===== src/rtl/vga_timing_pkg.sv =====
// Shared VGA raster constants and move-FSM state type for the frame timing block.
// Defaults describe the standard 640x480 @ 60 Hz raster from a 100 MHz clock.
package vga_timing_pkg;

    localparam int PIX_DIV_DEF   = 4;
    localparam int H_VISIBLE_DEF = 640;
    localparam int H_FP_DEF      = 16;
    localparam int H_SYNC_DEF    = 96;
    localparam int H_BP_DEF      = 48;
    localparam int V_VISIBLE_DEF = 480;
    localparam int V_FP_DEF      = 10;
    localparam int V_SYNC_DEF    = 2;
    localparam int V_BP_DEF      = 33;

    function automatic int timing_total(input int vis, input int fp, input int sync, input int bp);
        return vis + fp + sync + bp;
    endfunction

    localparam int H_TOTAL = timing_total(H_VISIBLE_DEF, H_FP_DEF, H_SYNC_DEF, H_BP_DEF);
    localparam int V_TOTAL = timing_total(V_VISIBLE_DEF, V_FP_DEF, V_SYNC_DEF, V_BP_DEF);

    // Move point sits on the first blanked line so movers have finished the visible frame.
    localparam int MOVE_H = 0;
    localparam int MOVE_V = V_VISIBLE_DEF;

    typedef enum logic [1:0] {
        MV_FROZEN = 2'd0,
        MV_WAIT   = 2'd1,
        MV_FIRE   = 2'd2
    } move_state_t;

endpackage


===== src/rtl/vga_frame_timing_if.sv =====
// Control inputs and raster/timing outputs of the VGA frame timing block.
// master = timing generator, slave = consumer (movers, pin driver).
interface vga_frame_timing_if;
    logic       run;
    logic [3:0] speed;
    logic       pixpulse;
    logic [9:0] hcount;
    logic [9:0] vcount;
    logic       hsync;
    logic       vsync;
    logic       blank;
    logic       frame_start;
    logic       move;

    modport master (
        input  run, speed,
        output pixpulse, hcount, vcount, hsync, vsync, blank, frame_start, move
    );

    modport slave (
        output run, speed,
        input  pixpulse, hcount, vcount, hsync, vsync, blank, frame_start, move
    );
endinterface


===== src/rtl/pixel_tick_div.sv =====
// Divides clk by PIX_DIV into a registered one-clk pixel strobe.
// The strobe is high while the divider sits on its last count.
module pixel_tick_div #(
    parameter int PIX_DIV = 4
) (
    input  logic clk,
    input  logic rst,
    output logic pixpulse
);
    localparam int CW = (PIX_DIV > 2) ? $clog2(PIX_DIV) : 1;
    localparam logic [CW-1:0] LAST = CW'(PIX_DIV - 1);

    logic [CW-1:0] pix_cnt;
    logic [CW-1:0] pix_cnt_next;

    always_comb begin
        pix_cnt_next = (pix_cnt == LAST) ? '0 : pix_cnt + 1'b1;
    end

    always_ff @(posedge clk or negedge rst) begin
        if (!rst) begin
            pix_cnt  <= '0;
            pixpulse <= 1'b0;
        end else begin
            pix_cnt  <= pix_cnt_next;
            pixpulse <= (pix_cnt_next == LAST);
        end
    end
endmodule


===== src/rtl/vga_frame_timing.sv =====
// VGA raster scan with registered sync/blank decodes and a frame-rate move strobe.
// All raster outputs advance on the clk edge where pixpulse is high.
//
// Move FSM states:
//   state     | meaning
//   MV_FROZEN | run low, frame counter held at zero, no move
//   MV_WAIT   | running, counting move points until frame_cnt >= speed
//   MV_FIRE   | move high for the pixel period of the move point
module vga_frame_timing
    import vga_timing_pkg::*;
#(
    parameter int PIX_DIV   = PIX_DIV_DEF,
    parameter int H_VISIBLE = H_VISIBLE_DEF,
    parameter int H_FP      = H_FP_DEF,
    parameter int H_SYNC    = H_SYNC_DEF,
    parameter int H_BP      = H_BP_DEF,
    parameter int V_VISIBLE = V_VISIBLE_DEF,
    parameter int V_FP      = V_FP_DEF,
    parameter int V_SYNC    = V_SYNC_DEF,
    parameter int V_BP      = V_BP_DEF
) (
    input logic                clk,
    input logic                rst,
    vga_frame_timing_if.master bus
);
    localparam int H_TOT = timing_total(H_VISIBLE, H_FP, H_SYNC, H_BP);
    localparam int V_TOT = timing_total(V_VISIBLE, V_FP, V_SYNC, V_BP);

    localparam logic [9:0] H_LAST   = 10'(H_TOT - 1);
    localparam logic [9:0] V_LAST   = 10'(V_TOT - 1);
    localparam logic [9:0] H_VIS    = 10'(H_VISIBLE);
    localparam logic [9:0] V_VIS    = 10'(V_VISIBLE);
    localparam logic [9:0] HS_BEGIN = 10'(H_VISIBLE + H_FP);
    localparam logic [9:0] HS_END   = 10'(H_VISIBLE + H_FP + H_SYNC);
    localparam logic [9:0] VS_BEGIN = 10'(V_VISIBLE + V_FP);
    localparam logic [9:0] VS_END   = 10'(V_VISIBLE + V_FP + V_SYNC);
    localparam logic [9:0] MOVE_X   = 10'(MOVE_H);
    localparam logic [9:0] MOVE_Y   = 10'(V_VISIBLE);

    logic       pixpulse;
    logic [9:0] hcount, vcount;
    logic [9:0] h_next, v_next;
    logic       hsync, vsync, blank, frame_start;
    logic       at_move_point;

    move_state_t state, state_next;
    logic [3:0]  frame_cnt, frame_cnt_next;

    pixel_tick_div #(
        .PIX_DIV (PIX_DIV)
    ) u_pixel_tick_div (
        .clk      (clk),
        .rst      (rst),
        .pixpulse (pixpulse)
    );

    always_comb begin
        h_next = hcount;
        v_next = vcount;
        if (hcount == H_LAST) begin
            h_next = '0;
            v_next = (vcount == V_LAST) ? '0 : vcount + 10'd1;
        end else begin
            h_next = hcount + 10'd1;
        end
    end

    // Decodes are computed from the incoming position so they stay aligned with the counters.
    always_ff @(posedge clk or negedge rst) begin
        if (!rst) begin
            hcount      <= '0;
            vcount      <= '0;
            hsync       <= 1'b1;
            vsync       <= 1'b1;
            blank       <= 1'b0;
            frame_start <= 1'b1;
        end else if (pixpulse) begin
            hcount      <= h_next;
            vcount      <= v_next;
            hsync       <= !((h_next >= HS_BEGIN) && (h_next < HS_END));
            vsync       <= !((v_next >= VS_BEGIN) && (v_next < VS_END));
            blank       <= (h_next >= H_VIS) || (v_next >= V_VIS);
            frame_start <= (h_next == '0) && (v_next == '0);
        end
    end

    assign at_move_point = pixpulse && (h_next == MOVE_X) && (v_next == MOVE_Y);

    always_ff @(posedge clk or negedge rst) begin
        if (!rst) begin
            state     <= MV_FROZEN;
            frame_cnt <= '0;
        end else begin
            state     <= state_next;
            frame_cnt <= frame_cnt_next;
        end
    end

    always_comb begin
        state_next     = state;
        frame_cnt_next = frame_cnt;
        case (state)
            MV_FIRE: begin
                // Hold the strobe through exactly one pixpulse, then resume counting.
                if (!bus.run) frame_cnt_next = '0;
                if (pixpulse) state_next = bus.run ? MV_WAIT : MV_FROZEN;
            end
            default: begin
                if (!bus.run) begin
                    state_next     = MV_FROZEN;
                    frame_cnt_next = '0;
                end else begin
                    state_next = MV_WAIT;
                    if (at_move_point) begin
                        if (frame_cnt >= bus.speed) begin
                            state_next     = MV_FIRE;
                            frame_cnt_next = '0;
                        end else begin
                            frame_cnt_next = frame_cnt + 4'd1;
                        end
                    end
                end
            end
        endcase
    end

    assign bus.pixpulse    = pixpulse;
    assign bus.hcount      = hcount;
    assign bus.vcount      = vcount;
    assign bus.hsync       = hsync;
    assign bus.vsync       = vsync;
    assign bus.blank       = blank;
    assign bus.frame_start = frame_start;
    assign bus.move        = (state == MV_FIRE);

endmodule


===== src/flat_wrapper.sv =====
// flat-port wrapper written by rule: the top's interface ports become plain ports
module vga_frame_timing_flat import vga_timing_pkg::*;
#(
    parameter int PIX_DIV   = PIX_DIV_DEF,
    parameter int H_VISIBLE = H_VISIBLE_DEF,
    parameter int H_FP      = H_FP_DEF,
    parameter int H_SYNC    = H_SYNC_DEF,
    parameter int H_BP      = H_BP_DEF,
    parameter int V_VISIBLE = V_VISIBLE_DEF,
    parameter int V_FP      = V_FP_DEF,
    parameter int V_SYNC    = V_SYNC_DEF,
    parameter int V_BP      = V_BP_DEF
)
  (clk, rst, bus_run, bus_speed, bus_pixpulse, bus_hcount, bus_vcount, bus_hsync, bus_vsync, bus_blank, bus_frame_start, bus_move);
  vga_frame_timing_if bus_i ();
  input logic clk;
  input logic rst;
  input wire logic [$bits(bus_i.run)-1:0] bus_run;
  input wire logic [$bits(bus_i.speed)-1:0] bus_speed;
  output wire logic [$bits(bus_i.pixpulse)-1:0] bus_pixpulse;
  output wire logic [$bits(bus_i.hcount)-1:0] bus_hcount;
  output wire logic [$bits(bus_i.vcount)-1:0] bus_vcount;
  output wire logic [$bits(bus_i.hsync)-1:0] bus_hsync;
  output wire logic [$bits(bus_i.vsync)-1:0] bus_vsync;
  output wire logic [$bits(bus_i.blank)-1:0] bus_blank;
  output wire logic [$bits(bus_i.frame_start)-1:0] bus_frame_start;
  output wire logic [$bits(bus_i.move)-1:0] bus_move;
  assign bus_i.run = bus_run;
  assign bus_i.speed = bus_speed;
  assign bus_pixpulse = bus_i.pixpulse;
  assign bus_hcount = bus_i.hcount;
  assign bus_vcount = bus_i.vcount;
  assign bus_hsync = bus_i.hsync;
  assign bus_vsync = bus_i.vsync;
  assign bus_blank = bus_i.blank;
  assign bus_frame_start = bus_i.frame_start;
  assign bus_move = bus_i.move;
  vga_frame_timing #(.PIX_DIV(PIX_DIV), .H_VISIBLE(H_VISIBLE), .H_FP(H_FP), .H_SYNC(H_SYNC), .H_BP(H_BP), .V_VISIBLE(V_VISIBLE), .V_FP(V_FP), .V_SYNC(V_SYNC), .V_BP(V_BP)) u_core (.clk(clk), .rst(rst), .bus(bus_i));
endmodule

===== config.mk =====
export PLATFORM = sky130hd
export DESIGN_NAME = vga_frame_timing_flat
export DESIGN_NICKNAME = d
export VERILOG_FILES = /design/src/rtl/vga_timing_pkg.sv /design/src/rtl/vga_frame_timing_if.sv /design/src/rtl/pixel_tick_div.sv /design/src/rtl/vga_frame_timing.sv /design/src/flat_wrapper.sv
export SDC_FILE = /design/constraint.sdc
export NUM_CORES = 1
export LEC_CHECK = 0
export BUFFER_PORTS_ARGS = -buffer_cell sky130_fd_sc_hd__buf_2
export CORE_MARGIN = 1.5
export CORE_UTILIZATION = 55
export CTS_CLUSTER_DIAMETER = 40
export CTS_CLUSTER_SIZE = 25
export DETAILED_ROUTE_END_ITERATION = 16
export PLACE_DENSITY = 0.78
export SLEW_MARGIN = 10
export SYNTH_ARGS = -nofsm -noshare
export SYNTH_HDL_FRONTEND = slang
export SYNTH_SLANG_ARGS = --single-unit

===== constraint.sdc =====
create_clock -name clk -period 5 [get_ports clk]
set_clock_uncertainty 0.05 [all_clocks]
set_input_delay 0.5 -clock clk [delete_from_list [all_inputs] [get_ports clk]]
set_output_delay 0.5 -clock clk [all_outputs]
set_load 0.01 [all_outputs]

==> flow_metrics.tcl, run 1 <==
set metrics [dict create \
    firstDrtPassIters 4 \
    layout_setup_ws_ns 1.297 \
    syn_nets 282 \
    regArea_um2 829.5 \
    status "finished clean" \
    wl_um 5287 \
    p_int_mw 0.3840 \
    grt_pass1_wl_um 8631 \
    grt_pass1_vias 1802 \
    antenna_found_initial 0 \
    worstSetupPathType "flop to flop" \
    hold_violations 0 \
    insertion_delay_ns 0.29 \
    cts_buffer_depth 2 \
    setup_viol_count_final 0 \
    synth_top_cells_by_area "dfrtp_1, ha_1, nand2_1" \
    maxSlewHeadroom_pct 50.20 \
    fmax_ghz 0.2700 \
    hold_path_class "input port to async pin" \
    sw_frac_of_total_pct 22.24 \
    rrSetupSlack_ns 1.30 \
    clock-sinks 33 \
    cp-start-kind "flop" \
    clkTransAtPathRegs_ns 0.07 \
    htree_levels 2 \
    wire_per_inst_um 15.74 \
    synth_area_leader_cell "dfrtp_1" \
    maxSlewViolCount 0 \
    synth_edf_count 0 \
    die_x_um 67.66 \
    track_usage_pct 25.56 \
    n_antenna_cell 0 \
    synth-async-reset-ratio_pct 100.0 \
    dieArea_mm2 0.004578 \
    first_iter_violations 177 \
    multi_input_area_mm2 0.001328 \
    worst_pin_slew_ns 0.7470 \
    drc 0 \
    finalCritPeriodShare_pct 74.06 \
    maxCapViolCount 0 \
    syn_inst 264 \
    place_ws_ns 1.325 \
    ant_nets 0 \
    core_area_mm2 0.004000 \
    finalCriticalPeriod_ns 3.703 \
    synth_top_area_share_pct 32.64 \
    grt_start_max_net_pins 34 \
    arrival_ns 3.84 \
    cts-root-buf "clkbuf_8" \
    syn-mean-instance-area_um2 8.711 \
    synth_common_cells "dfrtp_1, nand2_1, nor2_1" \
    drive_gt1_share_pct 17.48 \
    yosysSeqAreaShare_pct 36.07 \
    p_clk_share_pct 43.2 \
    place.gp.congestion 0.9392 \
    rsz0062_at_grt "false" \
    leakagePower_nw 1.183 \
    portBuffers 32 \
    vdd_drop_max_mv 0.1378 \
    netlist_area_mm2 0.002300 \
    nFillCells 355 \
    cts-resized-gates 0 \
    p_sw_mw 0.1099 \
    worstPathMaxFanout 15 \
    sequentialPowerShare_pct 54.2 \
    finalSetupTns_ns 0 \
    grt_overflow 0 \
    synth_cell_types 58 \
    cp.required_ns 5.14 \
    ctsHoldBuffers 0 \
    synth_most_common_cell "dfrtp_1" \
    placementRows 23 \
    nNetsFinal 303 \
    die_y_um 67.66 \
    cts_tree "built" \
    cts_buffers 5 \
    yosysWarnings 0 \
    cts_setup_buffers 0 \
    start_util_pct 57.49 \
    area_delta_synth_final_pct 10.01 \
    via_count 2055 \
    endpoint_kind "flop" \
    via_per_inst 6.116 \
    dp_hpwl_um 3660 \
    synth-main-ff-cell "dfrtp_1" \
    ys_seq_elements 33 \
    num_io_pins 33 \
    p_per_area_mw_per_mm2 195.2 \
    pwr-share-comb_pct 2.7 \
]
## final timing paths
| path | start | end | cells past startpoint |
|---|---|---|---|
| worst min-delay path | rst | u_core.bus.vcount[6] | 1 |
| worst max-delay path | u_core.bus.hcount[0] | u_core.frame_cnt[3] | 8 |
| max in group asynchronous | rst | u_core.bus.hcount[0] | 1 |
| worst min register to register | u_core.u_pixel_tick_div.pix_cnt[0] | u_core.u_pixel_tick_div.pix_cnt[0] | 1 |
| min in group clk | u_core.u_pixel_tick_div.pix_cnt[0] | u_core.u_pixel_tick_div.pix_cnt[0] | 1 |
| worst max register to register | u_core.bus.hcount[0] | u_core.frame_cnt[3] | 8 |
## layer usage
layer  share of wire (%)  wire length, µm  track usage (%)
met4                 1.6               85            9.439
met2                  45             2401            37.01
met1                  49             2601            36.55
met3                 3.8              199            6.500
met5                   0                0                0
## power groups by stage
stage / registers [mW] / clock network, mW / logic (mW)
finish: 0.267 / 0.213 / 0.0133
CTS: 0.267 / 0.216 / 0.0139
detailed placement: 0.272 / 0 / 0.0139
global placement: 0.272 / 0 / 0.0133
floorplan: 0.272 / 0 / 0.00528
global route: 0.267 / 0.228 / 0.0157
## critical path, stage by stage (launching register included)
cell      delay, ns
dfrtp_1        0.46
ha_1           0.29
nand4_2        0.25
or3_1          0.61
or4_1          0.58
a222oi_1       0.45
nand4_1        0.23
or3_1          0.41
a32o_1         0.26
## placed cells by master (no fill, tap or decap), types with 3 or more instances in the layout
cell / instances
a22o_1: 3
and3_1: 4
o31ai_1: 5
or3_1: 3
nand3_1: 14
o211ai_1: 4
nor3_1: 5
dfstp_2: 3
and2_1: 4
dfrtp_1: 30
buf_2: 32
a21o_1: 3
nand2_1: 24
nand2b_1: 3
inv_1: 14
mux2i_1: 6
a21oi_1: 6
nor2_1: 18
a31oi_1: 9
xor2_1: 3
clkbuf_8: 6
and4_1: 3
ha_1: 11
nand3b_1: 3
o21ai_0: 15
nand4_1: 4
xnor2_1: 8
## cell families after synthesis
| family | share of synthesized area [%] |
|---|---|
| muxes | 3.591 |
| AOI/OAI and AO/OA | 20.19 |
| xor gates and xnor gates | 4.190 |
| and+or+nand+nor | 23.78 |
| DFF | 36.07 |
| buffers and inverters | 6.202 |
| adders and majority gates | 5.985 |
## sequential cells by signal (all words and copies together), names as in the netlist
register	flops
u_core.state	2
u_core.bus.frame_start	1
u_core.bus.vsync	1
u_core.bus.vcount	10
u_core.u_pixel_tick_div.pixpulse	1
u_core.u_pixel_tick_div.pix_cnt	2
u_core.bus.blank	1
u_core.frame_cnt	4
u_core.bus.hcount	10
u_core.bus.hsync	1
## metrics by stage
stage               util (%)  instance area (µm²)  power (mW)  hold slack (ns)  std cells
finish                 63.25                 2530      0.4939           0.2184        336
global route           63.25                 2530      0.5110           0.2840        336
CTS                    63.25                 2530      0.4976           0.2486        336
detailed placement     60.99                 2440      0.2864           0.4018        328
global placement       60.99                 2440      0.2857           0.3924        328
floorplan                  -                 2300      0.2778           0.1544        264
## final cells by class
| type | count | area share (%) |
|---|---|---|
| repair buffers | 33 | 6.627 |
| flip-flops and latches | 33 | 32.79 |
| inverters | 14 | 2.077 |
| multi-input cells | 198 | 52.47 |
| clock buffers | 8 | 3.561 |
| well taps | 50 | 2.473 |
Note: power is estimated with default switching activity, not from simulation.
==> run 2: changes to the inputs <==
Settings changed: CORE_UTILIZATION 55 to 52, PLACE_DENSITY 0.78 to 0.77.
Clock period 5 ns to 3.1 ns, I/O delays scaled along.
==> run 2 against run 1 <==
Total power increased by 65%. Setup slack worse by 1.1 ns. Final cell count rose by 7.1%. Combinational power grew 62%. Flip-flop and latch count is the same.
==> flow_metrics.tcl, run 2 (same netlist as run 1, synthesis figures left out) <==
set metrics [dict create \
    wl_um 5545 \
    layout_common_cells "buf_2, dfrtp_1, nand2_1, buf_4, nor2_1" \
    portBuffers 32 \
    grt_start_max_net_pins 34 \
    wire_per_inst_um 15.40 \
    via_count 2163 \
    firstDrtPassIters 4 \
    place_ws_ns 0.1499 \
    arrival_ns 3.07 \
    worst_pin_slew_ns 0.7309 \
    rrSetupSlack_ns 0.17 \
    r2r_cells 8 \
    path_cells "buf_4 > and4_1 > and4_1 > or3_1 > a221o_1 > or4b_4 > or3_1 > a32o_1" \
    area_delta_synth_final_pct 18.55 \
    clock-sinks 33 \
    cts_buffers 5 \
    finalSetupTns_ns 0 \
    via_per_inst 6.008 \
    ctsHoldBuffers 0 \
    setup_viol_count_final 0 \
    core_area_mm2 0.004294 \
    antenna_found_initial 0 \
    timing.rr.start "u_core.bus.hcount[0]" \
    n_antenna_cell 0 \
    cts_tree "built" \
    fmax_ghz 0.3410 \
    start_util_pct 53.55 \
    nNetsFinal 325 \
    insertion_delay_ns 0.29 \
    hold_path_class "input port to async pin" \
    maxSlewViolCount 0 \
    leakagePower_nw 1.301 \
    p_per_area_mw_per_mm2 298.6 \
    maxSlewHeadroom_pct 51.28 \
    cp-start-kind "flop" \
    place.gp.congestion 0.8765 \
    die_x_um 69.50 \
    finalCritPeriodShare_pct 94.60 \
    track_usage_pct 23.97 \
    vdd_drop_max_mv 0.2276 \
    path_delay_family "simple AND/OR/NAND/NOR gates" \
    final_core_util_pct 63.49 \
    grt_pass1_vias 1954 \
    largestRegisters "u_core.bus.hcount (10), u_core.bus.vcount (10), u_core.frame_cnt (4)" \
    cts-root-buf "clkbuf_8" \
    htree_levels 2 \
    routed.top_layer "met4" \
    layout_setup_ws_ns 0.1673 \
    status "finished clean" \
    crit_path_top_delay_cell "or4b_4" \
    placementRows 24 \
    cp.required_ns 3.23 \
    final_common_cell "buf_2" \
    reg2reg_to "u_core.frame_cnt[3]" \
    dp_hpwl_um 4004 \
    met2_length_um 2648 \
    maxCapViolCount 0 \
    die_y_um 69.50 \
    route.met3.wl_um 278 \
    drc 0 \
    cts_buffer_depth 2 \
    hold_violations 0 \
    finalCriticalPeriod_ns 2.933 \
    worstSetupPathType "flop to flop" \
    num_io_pins 33 \
    grt_pass1_wl_um 9301 \
    endpoint_kind "flop" \
    cp_slowest_stage_delay_ns 0.51 \
    clkTransAtPathRegs_ns 0.07 \
    ant_nets 0 \
    first_iter_violations 216 \
    drive_gt1_share_pct 25.32 \
    worstPathMaxFanout 6 \
    dieArea_mm2 0.004830 \
    path_buf_inv 1 \
    wl_met1_um 2534 \
    grt_overflow 0 \
]
==> run 2: final cells by class <==
| cell class | instances | area (µm²) |
|---|---|---|
| Fill cell | 374 | 1568 |
| Multi-Input combinational cell | 198 | 1343 |
| Sequential cell | 33 | 832.0 |
| Clock inverter | 1 | 5.005 |
| Inverter | 14 | 52.55 |
| Tap cell | 52 | 65.06 |
| Timing Repair Buffer | 55 | 332.8 |
| Clock buffer | 7 | 96.34 |
==> run 2: how the worst max path moves through the flow <==
stage	start	cells past startpoint	slack, ns	to
3_3_place_gp	u_core.bus.hcount[0]	8	0.18	u_core.frame_cnt[3]
3_5_place_dp	u_core.bus.hcount[1]	8	0.15	u_core.frame_cnt[0]
5_1_grt	u_core.bus.hcount[1]	8	-0.01	u_core.frame_cnt[1]
2_1_floorplan	u_core.bus.hcount[6]	10	0.06	u_core.frame_cnt[3]
4_1_cts	u_core.bus.hcount[1]	8	0.14	u_core.frame_cnt[0]
6_report	u_core.bus.hcount[0]	8	0.17	u_core.frame_cnt[3]
==> run 2: per-layer routing <==
layer  GRT usage, %  vias up
li1               -     1054
met1          33.55     1043
met2          37.07       57
met3          4.797        9
met4          8.497        0
met5              0        -
==> run 2: timing repair <==
action,4_1_cts,5_1_grt
resized for setup,0,2
setup endpoints to repair,0,5
setup buffers,0,1
==> run 2: power by group <==
group          total (mW)  switching [mW]  internal (mW)
combinational      0.0216          0.0145        0.00711
clock               0.361           0.160          0.201
sequential          0.431        0.000203          0.431
total               0.814           0.175          0.639
==> run 2: metrics by stage <==
step,total power [mW],area (µm²),hold WS (ns),cells
floorplan,0.4480,2315,-0.03559,264
global placement,0.4607,2609,0.3570,351
detailed placement,0.4622,2609,0.3675,351
CTS,0.8228,2710,0.05199,359
global route,0.8400,2726,0.09870,360
finish,0.8140,2726,0.02414,360
